File: config.mk
export PLATFORM = sky130hd
export DESIGN_NAME = canvas_access_arbiter
export DESIGN_NICKNAME = d
export VERILOG_FILES = /design/src/rtl/canvas_access_arbiter.sv
export SDC_FILE = /design/constraint.sdc
export NUM_CORES = 1
export LEC_CHECK = 0
export ABC_AREA = 1
export CELL_PAD_IN_SITES_DETAIL_PLACEMENT = 1
export CELL_PAD_IN_SITES_GLOBAL_PLACEMENT = 2
export CORE_UTILIZATION = 30
export DETAILED_ROUTE_END_ITERATION = 8
export DONT_BUFFER_PORTS = 1
export PLACE_DENSITY = 0.71
export SLEW_MARGIN = 20
export SYNTH_ARGS = -nofsm -noshare
export SYNTH_HDL_FRONTEND = slang
export SYNTH_SLANG_ARGS = --single-unit
File: constraint.sdc
create_clock -name clk -period 6.7 [get_ports clk]
set_input_delay 1.34 -clock clk [delete_from_list [all_inputs] [get_ports clk]]
set_output_delay 1.34 -clock clk [all_outputs]
set_load 0.02 [all_outputs]
File: src/rtl/canvas_access_arbiter.sv
// Canvas write-port arbiter: range-checked pixel draws are queued and replayed one per cycle,
// while a whole-canvas clear takes priority, flushes the queue, and waits out the canvas clear time.

module canvas_access_arbiter #(
    parameter int FIFO_DEPTH   = 4,
    parameter int CLEAR_CYCLES = 2401
) (
    input  logic       clk,
    input  logic       rst,
    input  logic       draw_valid,
    input  logic [9:0] draw_x,
    input  logic [8:0] draw_y,
    output logic       draw_ready,
    input  logic       clear_req,
    output logic       clear_done,
    output logic       mem_clear,
    output logic       mem_draw,
    output logic [9:0] mem_wx,
    output logic [8:0] mem_wy,
    output logic       busy,
    output logic [7:0] drop_count
);

    localparam int AW = $clog2(FIFO_DEPTH);
    localparam int PW = AW + 1;
    localparam int CW = (CLEAR_CYCLES > 1) ? $clog2(CLEAR_CYCLES) : 1;
    localparam logic [CW-1:0] CNT_LOAD = CW'(CLEAR_CYCLES - 1);

    typedef enum logic [1:0] {
        IDLE,
        CLEAR_START,
        CLEAR_WAIT
    } state_t;

    state_t          state_q, state_d;
    logic            clear_pending_q, clear_pending_d;
    logic [CW-1:0]   cnt_q, cnt_d;
    logic [7:0]      drop_count_q, drop_count_d;
    logic [PW-1:0]   wr_ptr_q, wr_ptr_d;
    logic [PW-1:0]   rd_ptr_q, rd_ptr_d;
    logic            mem_draw_q, mem_draw_d;
    logic [9:0]      mem_wx_q, mem_wx_d;
    logic [8:0]      mem_wy_q, mem_wy_d;
    logic            ready_en_q, ready_en_d;
    logic [18:0]     fifo_q [FIFO_DEPTH];

    logic            fifo_empty;
    logic            fifo_full;
    logic            accept;
    logic            in_range;
    logic            push;
    logic            pop;
    logic            flush;
    logic [18:0]     fifo_head;

    assign fifo_head = fifo_q[rd_ptr_q[AW-1:0]];

    always_comb begin
        fifo_empty      = (wr_ptr_q == rd_ptr_q);
        fifo_full       = (wr_ptr_q[AW] != rd_ptr_q[AW]) &&
                          (wr_ptr_q[AW-1:0] == rd_ptr_q[AW-1:0]);
        // ready_en_q keeps draw_ready low until the first edge after reset release
        draw_ready      = ready_en_q && !fifo_full && (state_q == IDLE) && !clear_pending_q;
        accept          = draw_valid && draw_ready;
        in_range        = (draw_x <= 10'd639) && (draw_y <= 9'd479);
        push            = accept && in_range;
        pop             = (state_q == IDLE) && !clear_pending_q && !fifo_empty;
        flush           = (state_q == IDLE) && clear_pending_q;

        state_d         = state_q;
        clear_pending_d = clear_pending_q;
        cnt_d           = cnt_q;
        drop_count_d    = drop_count_q;
        wr_ptr_d        = wr_ptr_q;
        rd_ptr_d        = rd_ptr_q;
        mem_draw_d      = pop;
        mem_wx_d        = mem_wx_q;
        mem_wy_d        = mem_wy_q;
        ready_en_d      = 1'b1;

        if (push) begin
            wr_ptr_d = wr_ptr_q + PW'(1);
        end
        if (accept && !in_range && (drop_count_q != 8'hFF)) begin
            drop_count_d = drop_count_q + 8'd1;
        end
        if (pop) begin
            rd_ptr_d = rd_ptr_q + PW'(1);
            mem_wx_d = fifo_head[18:9];
            mem_wy_d = fifo_head[8:0];
        end

        case (state_q)
            IDLE: begin
                // A draw pushed in the same cycle is still flushed here: the clear wins
                if (clear_pending_q) begin
                    rd_ptr_d        = wr_ptr_d;
                    clear_pending_d = 1'b0;
                    state_d         = CLEAR_START;
                end else if (clear_req) begin
                    clear_pending_d = 1'b1;
                end
            end
            CLEAR_START: begin
                cnt_d   = CNT_LOAD;
                state_d = CLEAR_WAIT;
            end
            CLEAR_WAIT: begin
                if (cnt_q == '0) begin
                    state_d = IDLE;
                end else begin
                    cnt_d = cnt_q - CW'(1);
                end
            end
            default: begin
                state_d = IDLE;
            end
        endcase

        mem_clear  = (state_q == CLEAR_START);
        clear_done = (state_q == CLEAR_WAIT) && (cnt_q == '0);
        busy       = (state_q != IDLE) || !fifo_empty;
        mem_draw   = mem_draw_q;
        mem_wx     = mem_wx_q;
        mem_wy     = mem_wy_q;
        drop_count = drop_count_q;
    end

    always_ff @(posedge clk or negedge rst) begin
        if (!rst) begin
            state_q         <= IDLE;
            clear_pending_q <= 1'b0;
            cnt_q           <= '0;
            drop_count_q    <= '0;
            wr_ptr_q        <= '0;
            rd_ptr_q        <= '0;
            mem_draw_q      <= 1'b0;
            mem_wx_q        <= '0;
            mem_wy_q        <= '0;
            ready_en_q      <= 1'b0;
        end else begin
            state_q         <= state_d;
            clear_pending_q <= clear_pending_d;
            cnt_q           <= cnt_d;
            drop_count_q    <= drop_count_d;
            wr_ptr_q        <= wr_ptr_d;
            rd_ptr_q        <= rd_ptr_d;
            mem_draw_q      <= mem_draw_d;
            mem_wx_q        <= mem_wx_d;
            mem_wy_q        <= mem_wy_d;
            ready_en_q      <= ready_en_d;
        end
    end

    // Queue storage needs no reset; the pointers define which entries are valid
    always_ff @(posedge clk) begin
        if (push) begin
            fifo_q[wr_ptr_q[AW-1:0]] <= {draw_x, draw_y};
        end
    end

endmodule

# After elaboration in Yosys (flattened, before gate mapping)
# Memory sizes are Yosys's and may differ from the RTL's. A register that Yosys moved wholly into a read port is not among the register bits.
# Index checks and enable logic that the tools add are counted.
dict set report classes {
  n_bitwise 0
  n_eq_ne 9
  n_reduce_logical 24
  add_sub_neg 4
  n_mux 13
  magnitude_cmp 2
  multipliers 0
  n_shift 0
  div_mod_pow 0
}
# cell n
set ops {}
lappend ops {{12-bit one-hot mux with 2 select lines} 1}
lappend ops {{1-bit logical AND} 12}
lappend ops {{12-bit logical NOT} 1}
lappend ops {{12-bit 2-to-1 mux} 1}
lappend ops {{3-bit 2-to-1 mux} 4}
lappend ops {{12-bit by 1-bit subtractor with 12-bit output (second input constant)} 1}
lappend ops {{10-bit <= comparator (second input constant)} 1}
lappend ops {{9-bit <= comparator (second input constant)} 1}
lappend ops {{8-bit by 1-bit adder with 8-bit output (second input constant)} 1}
lappend ops {{8-bit != test (second input constant)} 1}
lappend ops {{3-bit by 1-bit adder with 3-bit output (second input constant)} 2}
lappend ops {{2-bit != test (second input constant)} 3}
lappend ops {{2-bit one-hot mux with 3 select lines} 1}
lappend ops {{1-bit logical NOT} 5}
lappend ops {{1-bit 2-to-1 mux} 4}
lappend ops {{2-bit 2-to-1 mux} 2}
lappend ops {{2-bit AND reduction} 2}
lappend ops {{2-bit nonzero test} 2}
lappend ops {{3-bit == test} 1}
lappend ops {{2-bit by 1-bit == test with 1-bit output (second input constant)} 1}
lappend ops {{2-bit == test} 1}
lappend ops {{2-bit == test (second input constant)} 1}
lappend ops {{2-bit logical NOT} 1}
lappend ops {{1-bit logical OR} 1}
lappend ops {{1-bit != test} 1}
dict set report totals {
  out_inout_bits 32
  mem_bits_ro 0
  regBits 31
  memories 1
  latchBits 0
  wordCells 61
  input_bits 23
  ram_bits 76
}
# name depth word_bits rd rd_clocked_by_memory_dff write_ports line_no
set memory_table {}
lappend memory_table {fifo_q 4 19 1 1 1 45} ;# logic [18:0] fifo_q [FIFO_DEPTH];

# Longest topological paths before layout
# Gate-level depths: netlist (run 1).
dict set report logic_depth {
  word_depth 11
  mapped_depth 10
  mapped_depth_nobuf 10
}

# Worst setup path before layout (run 1)
# No wires, ideal clock.
dict set report synth_path {
  kind {input-to-reg}
  startpoint {input port draw_x[7]}
  endpoint {memory fifo_q[0][0] (enable)}
  t_arrival_ns 2.674
  stages 4
  path_slack_ns 3.631
  cell_sequence {o21a_1 -> nor2_1 -> nand4_2 -> nor2_1}
}
dict set report synth_via {
  elab_chain_cells 5
}
# item line_no
set synth_rtl {}
lappend synth_rtl {{from (decl)} 11} ;# input logic [9:0] draw_x,
lappend synth_rtl {{10-bit <= comparator} 65} ;# in_range = (draw_x <= 10'd639) && (draw_y <= 9'd479);
lappend synth_rtl {{1-bit logical AND} 65}
lappend synth_rtl {{1-bit logical AND} 66} ;# push = accept && in_range;
lappend synth_rtl {{1-bit 2-to-1 mux} 157} ;# if (push) begin
lappend synth_rtl {{1-bit 2-to-1 mux (implied by the code)} 158} ;# fifo_q[wr_ptr_q[AW-1:0]] <= {draw_x, draw_y};
lappend synth_rtl {{to (decl)} 45}
# Every way passes these cells.

# Final worst setup path (run 1)
dict set report layout_path {
  startpoint {register rd_ptr_q[1]}
  endpoint {output port busy}
}
dict set report layout_via {
  elab_chain_cells 3
}
# item line_no
set layout_rtl {}
lappend layout_rtl {{from (decl)} 40} ;# logic [PW-1:0] rd_ptr_q, rd_ptr_d;
lappend layout_rtl {{from (signal assigned)} 147} ;# rd_ptr_q <= rd_ptr_d;
lappend layout_rtl {{3-bit == test} 59} ;# fifo_empty = (wr_ptr_q == rd_ptr_q);
lappend layout_rtl {{1-bit logical NOT} 122} ;# busy = (state_q != IDLE) || !fifo_empty;
lappend layout_rtl {{1-bit logical OR} 122}
lappend layout_rtl {{to (decl)} 20} ;# output logic busy,
# Every way passes these cells.

==> impl_metrics.py, run 1 <==
metrics = {
    "clock_network": {
        "post_cts_resized": 0,
        "clk-insertion-delay-late_ns": 0.42,
        "tritoncts": "built",
        "postCtsSetupBuffers": 0,
        "cts_sinks": 126,
        "clockBufferDepth": 2,
        "numCtsBuffers": 17,
        "h-tree-depth": 4,
        "path_clk_slew_ns": 0.06,
        "postCtsHoldBufs": 0,
        "ctsRootBufferMaster": "clkbuf_16",
    },
    "sta": {
        "hold_viol_final": 0,
        "max_slew_margin_pct": 28.1,
        "finalCriticalPeriod_ns": 3.78,
        "setup_viol": 0,
        "holdWs_ns": 0.498,
        "finalSetupTns_ns": 0,
        "fmax_mhz": 265,
        "slew_violations": 0,
        "period_share_pct": 56.4,
        "finClkSkew_ns": 0.00679,
        "rsz0062_at_grt": "false",
        "layout_setup_ws_ns": 2.92,
        "worst_pin_slew_ns": 1.08,
    },
    "routing": {
        "drc_errors": 0,
        "firstDrtPassIters": 4,
        "vias_per_cell": 4.67,
        "routed_wl_um": 12200,
        "ant_nets": 0,
        "wl_per_cell_um": 16.6,
        "drt_iter0_drc": 113,
        "via_count": 3425,
    },
    "critical_path": {
        "startpoint_type": "flop",
        "crit_chain": "inv_1 -> nand2_1 -> nand2_1 -> nand4_1 -> or2_2",
        "crit_required_ns": 5.36,
        "rrSetupSlack_ns": 3.35,
        "cp-end-kind": "output pin",
        "worst-path-buf-inv": 1,
        "worst_r2r_endpoint": "fifo_q[2][14]",
        "cp_common_cell": "nand2_1",
        "rr_worst_depth": 6,
        "crit_fanout": 22,
        "max_stage_delay_ns": 0.66,
        "crit_type": "reg2out",
        "critPathSlowestCell": "dfrtp_1",
        "crit_family": "simple AND/OR/NAND/NOR gates",
        "r2r_start": "rd_ptr_q[1]",
        "cp.arrival_ns": 2.44,
    },
    "synthesis": {
        "yosysTopAreaCellShare_pct": 42.9,
        "synth_area_leaders": "edfxtp_1 (43%), dfrtp_1 (24%), nand2_1 (8.1%), o21ai_0 (4.6%), nor2_1 (4.5%)",
        "synth_warnings": 0,
        "syn_area_per_cell_um2": 10.8,
        "syn_nets": 524,
        "syn_inst": 493,
        "synth-seq-cells": 126,
        "synth_top_cell_by_area": "edfxtp_1",
        "netlist_area_um2": 5310,
        "synth_cell_types": 35,
        "synth_seq_area_share_pct": 66.5,
    },
    "cells_and_area": {
        "post-route-util_pct": 35.6,
        "final_common_cell": "nand2_1",
        "seq_area_um2": 3530,
        "final_nets": 527,
        "multi_input_area_um2": 1590,
        "design_area_um2": 6150,
        "diodes": 0,
        "n_fill_cell": 1927,
        "syn_to_final_growth_pct": 15.8,
        "layout.cells.non_filler": 734,
        "most-common-layout-cells": "nand2_1 (114), edfxtp_1 (76), nor2_1 (59)",
        "drive_above_1_share_pct": 10.6,
    },
    "global_routing": {
        "grt_max_degree": 51,
        "grt_use_total_pct": 15.0,
        "use_met2_pct": 24.5,
        "top_usage_layer": "met2",
        "antenna_found_initial": 0,
        "globalRouteMet1Util_pct": 17.9,
        "grt_use_met3_pct": 4.43,
        "grt_pass1_vias": 3832,
        "grt_pass1_wl_um": 20500,
        "overflow": 0,
    },
    "power_and_ir_drop": {
        "p_per_area_nw_per_um2": 482,
        "ir_drop_uv": 259,
        "finalPower_mw": 2.96,
        "p_leak_nw": 2.47,
    },
    "min_path": {
        "min_from": "cnt_q[0]",
        "hold_end": "cnt_q[0]",
        "hold_depth": 1,
        "hp-class": "reg2reg",
    },
    "place": {
        "dpl_cell_area_um2": 5540,
        "pre_cts_ws_ns": 3.26,
        "place_hpwl_um": 7760,
        "globalplace.congestion": 0.762,
        "io_buffers": 0,
        "dp_cells": 702,
    },
    "floorplanning": {
        "die_x_um": 135,
        "io_pins": 55,
        "initial_core_util_pct": 30.7,
        "dieArea_um2": 18200,
        "rows": 48,
        "die_y_um": 135,
        "core-area_um2": 17300,
    },
    "run": {
        "maxCapViolCount": 0,
    },
    "status": {
        "outcome": "finished clean",
    },
}
## cell type report
cell class	instances	area share, %
flip-flops and latches	126	57.4
multi-input cells	312	25.8
clock inverters	15	2.85
repair buffers	1	0.122
inverters	38	2.32
clock buffers	17	6.91
well taps	225	4.58
## worst max-delay path by stage
stage	startpoint	end	slack (ns)	cells after the start
2_1_floorplan	draw_x[7]	fifo_q[0][0]	3.63	4
3_3_place_gp	rd_ptr_q[1]	busy	3.37	5
3_5_place_dp	draw_x[7]	fifo_q[3][15]	3.26	4
4_1_cts	rd_ptr_q[1]	busy	2.85	5
5_1_grt	rd_ptr_q[1]	busy	2.72	5
6_report	rd_ptr_q[1]	busy	2.92	5
## per-layer routing
layer  vias up  part of all wire, %
li1       1660                    -
met1      1685                   44
met2        60                   49
met3        20                  5.2
met4         0                  2.6
met5         -                    0
## synthesized netlist by cell type, drive strengths merged
cell type,number
a21o,1
a21oi,1
a31oi,1
and2,2
buf,8
clkbuf,9
conb,1
dfrtp,50
edfxtp,76
ha,8
inv,38
nand2,117
nand3,15
nand4,3
nor2,68
o211ai,1
o21a,1
o21ai,53
o22ai,24
or2,1
xnor2,3
xor2,12
## flip-flops by register name (all words and copies together) (netlist names)
| register | flops |
|---|---|
| mem_draw | 1 |
| rd_ptr_q | 3 |
| ready_en_q | 1 |
| fifo_q | 76 |
| clear_pending_q | 1 |
| state_q | 2 |
| drop_count | 8 |
| mem_wy | 9 |
| wr_ptr_q | 3 |
| mem_wx | 10 |
| cnt_q | 12 |
## worst reg2reg max path: cells and delay by family, from the launching register on
family | cells | cell delay (ns)
and+or+nand+nor | 5 | 1.61
DFF | 1 | 0.82
buffers and inverters | 1 | 0.53
## cell families after synthesis
group                    count (synthesis)  share of synthesized area [%]
XOR/XNOR                                15                           2.47
adder cells (fa/ha/maj)                  8                           1.88
buffers and inverters                   55                           4.10
other                                    1                         0.0706
AO/OA/AOI/OAI                           82                           8.52
AND/OR/NAND/NOR                        206                           16.5
flip-flops                             126                           66.5
## power breakdown
group,switching [mW],total (mW),internal (mW),leakage [nW]
sequential,0.217,1.19,0.975,1.30
combinational,0.574,0.840,0.266,0.878
clock,0.372,0.931,0.559,0.285
total,1.16,2.96,1.80,2.47
No activity file was read; power rests on OpenSTA's default activity.
==> run 2, diff against run 1 <==
Clock period 6.7 ns to 3.6 ns, I/O delays scaled along.
==> run 2 against run 1 <==
Combinational power grew 85%. Clock skew grew 0.0014 ns. Clock power grew 79%. Flip-flop and latch count is the same. First-iteration DRC count shrank 1.8%. Wire length shrank 0.62%. Sequential power grew 88%. Critical path depth shrank 1. Core utilization grew 0.21 points. Critical path type unchanged. Cell count grew 0.95%. Design area grew 0.59%.
==> impl_metrics.py, run 2 (same netlist as run 1, synthesis figures left out) <==
metrics = {
    "floorplanning": {
        "initial_core_util_pct": 30.7,
        "rows": 48,
        "dieArea_um2": 18200,
        "io_pins": 55,
        "die_y_um": 135,
        "core-area_um2": 17300,
        "die_x_um": 135,
    },
    "power_and_ir_drop": {
        "power_switching_mw": 2.10,
        "combPwrFrac_pct": 28.4,
        "seqPwrFrac_pct": 41.1,
        "clkPwrFrac_pct": 30.6,
        "ir_drop_uv": 388,
        "swShare_pct": 38.5,
        "p_leak_nw": 2.49,
        "p_per_area_nw_per_um2": 882,
        "p_int_mw": 3.36,
    },
    "critical_path": {
        "cp-end-kind": "output pin",
        "crit_type": "reg2out",
        "crit_required_ns": 2.88,
        "max_stage_delay_ns": 0.79,
        "startpoint_type": "flop",
        "cp_common_cell": "nand2_1",
        "crit_start": "rd_ptr_q[1]",
        "r2r_start": "rd_ptr_q[1]",
        "critPathSlowestCell": "dfrtp_1",
        "crit_fanout": 22,
        "cp.arrival_ns": 1.92,
        "crit_chain": "nand2_1 -> nand2_1 -> nand4_1 -> or2_2",
    },
    "routing": {
        "via_count": 3466,
        "wl_per_cell_um": 16.3,
        "drt_iter0_drc": 111,
        "firstDrtPassIters": 4,
        "routed_wl_um": 12100,
        "drc_errors": 0,
        "vias_per_cell": 4.68,
        "ant_nets": 0,
    },
    "clock_network": {
        "clockBufferDepth": 2,
        "cts_sinks": 126,
        "h-tree-depth": 4,
        "clk-insertion-delay-late_ns": 0.41,
        "ctsRootBufferMaster": "clkbuf_16",
        "path_clk_slew_ns": 0.06,
        "post_cts_resized": 0,
        "tritoncts": "built",
        "numCtsBuffers": 17,
    },
    "place": {
        "io_buffers": 0,
        "place_hpwl_um": 7850,
        "dpl_cell_area_um2": 5580,
        "dp_cells": 708,
        "globalplace.congestion": 0.728,
    },
    "sta": {
        "finalCriticalPeriod_ns": 2.64,
        "finalSetupTns_ns": 0,
        "max_slew_margin_pct": 53.9,
        "rsz0062_at_grt": "false",
        "setup_viol": 0,
        "finClkSkew_ns": 0.00814,
        "fmax_mhz": 378,
        "period_share_pct": 73.4,
        "holdWs_ns": 0.175,
        "worst_pin_slew_ns": 0.691,
        "hold_viol_final": 0,
        "slew_violations": 0,
    },
    "cells_and_area": {
        "largest_reg_flops": 76,
        "syn_to_final_growth_pct": 16.5,
        "post-route-util_pct": 35.8,
        "layout.cells.non_filler": 741,
        "multi_input_area_um2": 1570,
        "seq_area_um2": 3530,
        "diodes": 0,
        "most-common-layout-cells": "nand2_1 (114), edfxtp_1 (76), nor2_1 (59)",
        "n_fill_cell": 1927,
        "final_common_cell": "nand2_1",
        "final_nets": 534,
        "design_area_um2": 6190,
        "drive_above_1_share_pct": 11.2,
    },
    "status": {
        "outcome": "finished clean",
    },
    "run": {
        "maxCapViolCount": 0,
    },
    "global_routing": {
        "grt_max_degree": 51,
        "antenna_found_initial": 0,
        "grt_use_total_pct": 14.6,
        "grt_pass1_vias": 3788,
        "grt_pass1_wl_um": 20000,
        "overflow": 0,
    },
    "min_path": {
        "hp-class": "in2async",
    },
}
[run 2: cell types whose count changed in the layout (fill, tap and decap cells not counted), moves of 3 or more]
cell / delta
nor2_2: +3
clkinv_4: -3
nor2_4: -3
clkinv_1: +3
buf_4: +6
[run 2: stage by stage]
step                setup slack (ns)  total power, mW
finish                         0.958             5.46
global route                   0.757             5.87
CTS                            0.895             5.56
detailed placement              1.06             3.84
global placement                1.14             3.78
floorplan                       1.15             3.41
[run 2: repair_timing]
item                                   in CTS  in global routing
endpoints found under the hold margin      50                  0
hold buffers                                1                  0
buffers inserted                            0                  0
[run 2: worst max-delay path, delay by kind of cell (launching register included)]
kind / cells / cell delay, ns
DFF: 1 / 0.79
and+or+nand+nor: 4 / 0.72
[run 2: worst paths after layout]
kind | cells after the start | slack [ns] | to
worst max register to register | 7 | 1.09 | fifo_q[2][8]
min in group clk | 0 | 0.40 | fifo_q[0][11]
worst max-delay path | 4 | 0.96 | busy
worst min-delay path | 1 | 0.17 | mem_wx[4]
worst min register to register | 1 | 0.50 | cnt_q[0]
max in group asynchronous | 1 | 3.18 | drop_count[5]
[run 2: metal layers]
metal  GRT usage, %  share of wire (%)  up-vias
met2           23.9                 48       50
met3           5.03                5.3       13
li1               -                  -     1672
met1           17.9                 45     1731
met4           5.18                1.4        0
met5              0                  0        -
[run 2: layout make-up]
cell class	count	area share [%]
flip-flops and latches	126	57.1
repair buffers	8	1.29
well taps	225	4.55
multi-input cells	312	25.4
inverters	38	2.30
clock inverters	14	2.26
clock buffers	18	7.10
[run 2: power by group through the flow]
stage	Combinational [mW]	Clock [mW]	Sequential, mW
2_1_floorplan	1.24	0	2.17
4_1_cts	1.60	1.71	2.25
5_1_grt	1.81	1.77	2.29
3_3_place_gp	1.51	0	2.27
3_5_place_dp	1.56	0	2.28
6_report	1.55	1.67	2.24
==> run 3, diff against run 2 <==
Settings changed: PLACE_DENSITY 0.71 to 0.73.
Clock period 3.6 ns to 2.3 ns, I/O delays scaled along.
==> run 3 against run 2 <==
Register-to-register slack got worse by 0.67 ns. Clock power increased by 59%. Global-route usage increased by 0.31 points. Sequential share of layout area decreased by 0.59 points. Clock skew decreased by 0.00059 ns. Count of clock-buffer cells in the layout unchanged. Flip-flop and latch count unchanged. Core utilization increased by 0.38 points. Setup slack got worse by 0.80 ns. Critical path type unchanged. Critical endpoint is now clear_done.
==> impl_metrics.py, run 3 (same netlist as run 1, synthesis figures left out) <==
metrics = {
    "min_path": {
        "min_from": "draw_y[5]",
        "hold_depth": 0,
        "hp-class": "in2reg",
        "hold_end": "fifo_q[1][5]",
    },
    "floorplanning": {
        "die_y_um": 135,
        "core-area_um2": 17300,
        "rows": 48,
        "io_pins": 55,
        "die_x_um": 135,
        "dieArea_um2": 18200,
        "initial_core_util_pct": 30.7,
    },
    "cells_and_area": {
        "most-common-layout-cells": "nand2_1 (114), edfxtp_1 (76), nor2_1 (59)",
        "syn_to_final_growth_pct": 17.7,
        "drive_above_1_share_pct": 12.3,
        "n_fill_cell": 1921,
        "design_area_um2": 6250,
        "multi_input_area_um2": 1570,
        "largest_reg_flops": 76,
        "final_nets": 539,
        "layout.cells.non_filler": 746,
        "seq_area_um2": 3530,
        "post-route-util_pct": 36.2,
        "final_common_cell": "nand2_1",
        "diodes": 0,
    },
    "sta": {
        "finalCriticalPeriod_ns": 2.14,
        "hold_viol_final": 0,
        "rsz0062_at_grt": "false",
        "fmax_mhz": 467,
        "slew_violations": 0,
        "period_share_pct": 93.1,
        "setup_viol": 0,
        "layout_setup_ws_ns": 0.159,
        "finClkSkew_ns": 0.00755,
        "finalSetupTns_ns": 0,
    },
    "place": {
        "place_hpwl_um": 7880,
        "io_buffers": 0,
        "dpl_cell_area_um2": 5630,
        "globalplace.congestion": 0.768,
        "dp_cells": 712,
        "pre_cts_ws_ns": 0.326,
    },
    "routing": {
        "wl_per_cell_um": 16.4,
        "routed_wl_um": 12200,
        "via_count": 3449,
        "firstDrtPassIters": 4,
        "ant_nets": 0,
        "drt_iter0_drc": 143,
        "vias_per_cell": 4.62,
        "drc_errors": 0,
    },
    "global_routing": {
        "overflow": 0,
        "antenna_found_initial": 0,
        "grt_pass1_wl_um": 20300,
        "grt_pass1_vias": 3774,
        "grt_use_total_pct": 15.0,
        "grt_max_degree": 51,
    },
    "critical_path": {
        "crit_required_ns": 1.84,
        "r2r_start": "state_q[1]",
        "cp-end-kind": "output pin",
        "startpoint_type": "flop",
        "worst_r2r_endpoint": "fifo_q[0][8]",
        "cp.arrival_ns": 1.68,
        "rrSetupSlack_ns": 0.42,
        "crit_type": "reg2out",
        "crit_fanout": 4,
        "rr_worst_depth": 6,
    },
    "clock_network": {
        "postCtsHoldBufs": 2,
        "clockBufferDepth": 2,
        "path_clk_slew_ns": 0.06,
        "postCtsSetupBuffers": 0,
        "post_cts_resized": 0,
        "cts_sinks": 126,
        "ctsRootBufferMaster": "clkbuf_16",
        "tritoncts": "built",
        "clk-insertion-delay-late_ns": 0.42,
        "numCtsBuffers": 17,
        "h-tree-depth": 4,
    },
    "run": {
        "maxCapViolCount": 0,
    },
    "power_and_ir_drop": {
        "ir_drop_uv": 687,
        "p_per_area_nw_per_um2": 1390,
        "p_leak_nw": 2.53,
    },
    "status": {
        "outcome": "finished clean",
    },
}
run 3: cell types whose count changed in the layout (fill, tap and decap cells not counted):
cell	previous run	this run
clkbuf_8	1	0
clkinv_4	0	5
inv_8	0	2
clkbuf_1	0	1
clkinvlp_4	5	3
buf_4	7	10
dlygate4sd3_1	0	1
clkinv_1	3	0
inv_6	3	1
buf_12	0	1
run 3: worst max-delay path: stages (launching register included):
cell	delay, ns
dfrtp_1	0.43
nor2_2	0.14
nand2_1	0.09
nor2_1	0.12
nand4_1	0.15
nor2_1	0.34
run 3: per-stage QoR:
stage               total power [mW]  hold slack (ns)
finish                          8.70            0.133
global route                    9.35            0.110
CTS                             8.85            0.118
detailed placement              6.12            0.166
global placement                6.01            0.166
floorplan                       5.33            0.164
run 3: worst max path at each step:
stage,to,cells past startpoint,slack [ns],from
after global routing,clear_done,5,0.004,cnt_q[4]
final,clear_done,5,0.16,cnt_q[4]
after detailed placement,fifo_q[1][17],5,0.33,draw_x[7]
after CTS,clear_done,5,0.12,cnt_q[4]
after floorplan,fifo_q[0][0],4,0.11,draw_x[7]
after global placement,fifo_q[2][11],5,0.39,draw_x[7]
run 3: layout make-up:
| cell class | instances | area share, % |
|---|---|---|
| sequential | 126 | 56.5 |
| clock inverter | 14 | 2.60 |
| timing repair buffer | 13 | 2.12 |
| inverter | 38 | 2.28 |
| clock buffer | 18 | 6.86 |
| multi-input combinational | 312 | 25.1 |
| tap | 225 | 4.50 |
run 3: power breakdown:
part	switching [mW]	internal, mW
clock network	1.04	1.62
registers	0.597	2.84
logic	1.75	0.859
total	3.39	5.32
run 3: layer usage:
metal	vias up	part of all wire, %	wire (um)	global-route usage [%]
li1	1688	-	-	-
met1	1683	45	5530	18.3
met2	59	48	5850	24.4
met3	19	5.2	637	4.80
met4	0	1.7	204	5.68
met5	-	0	0	0
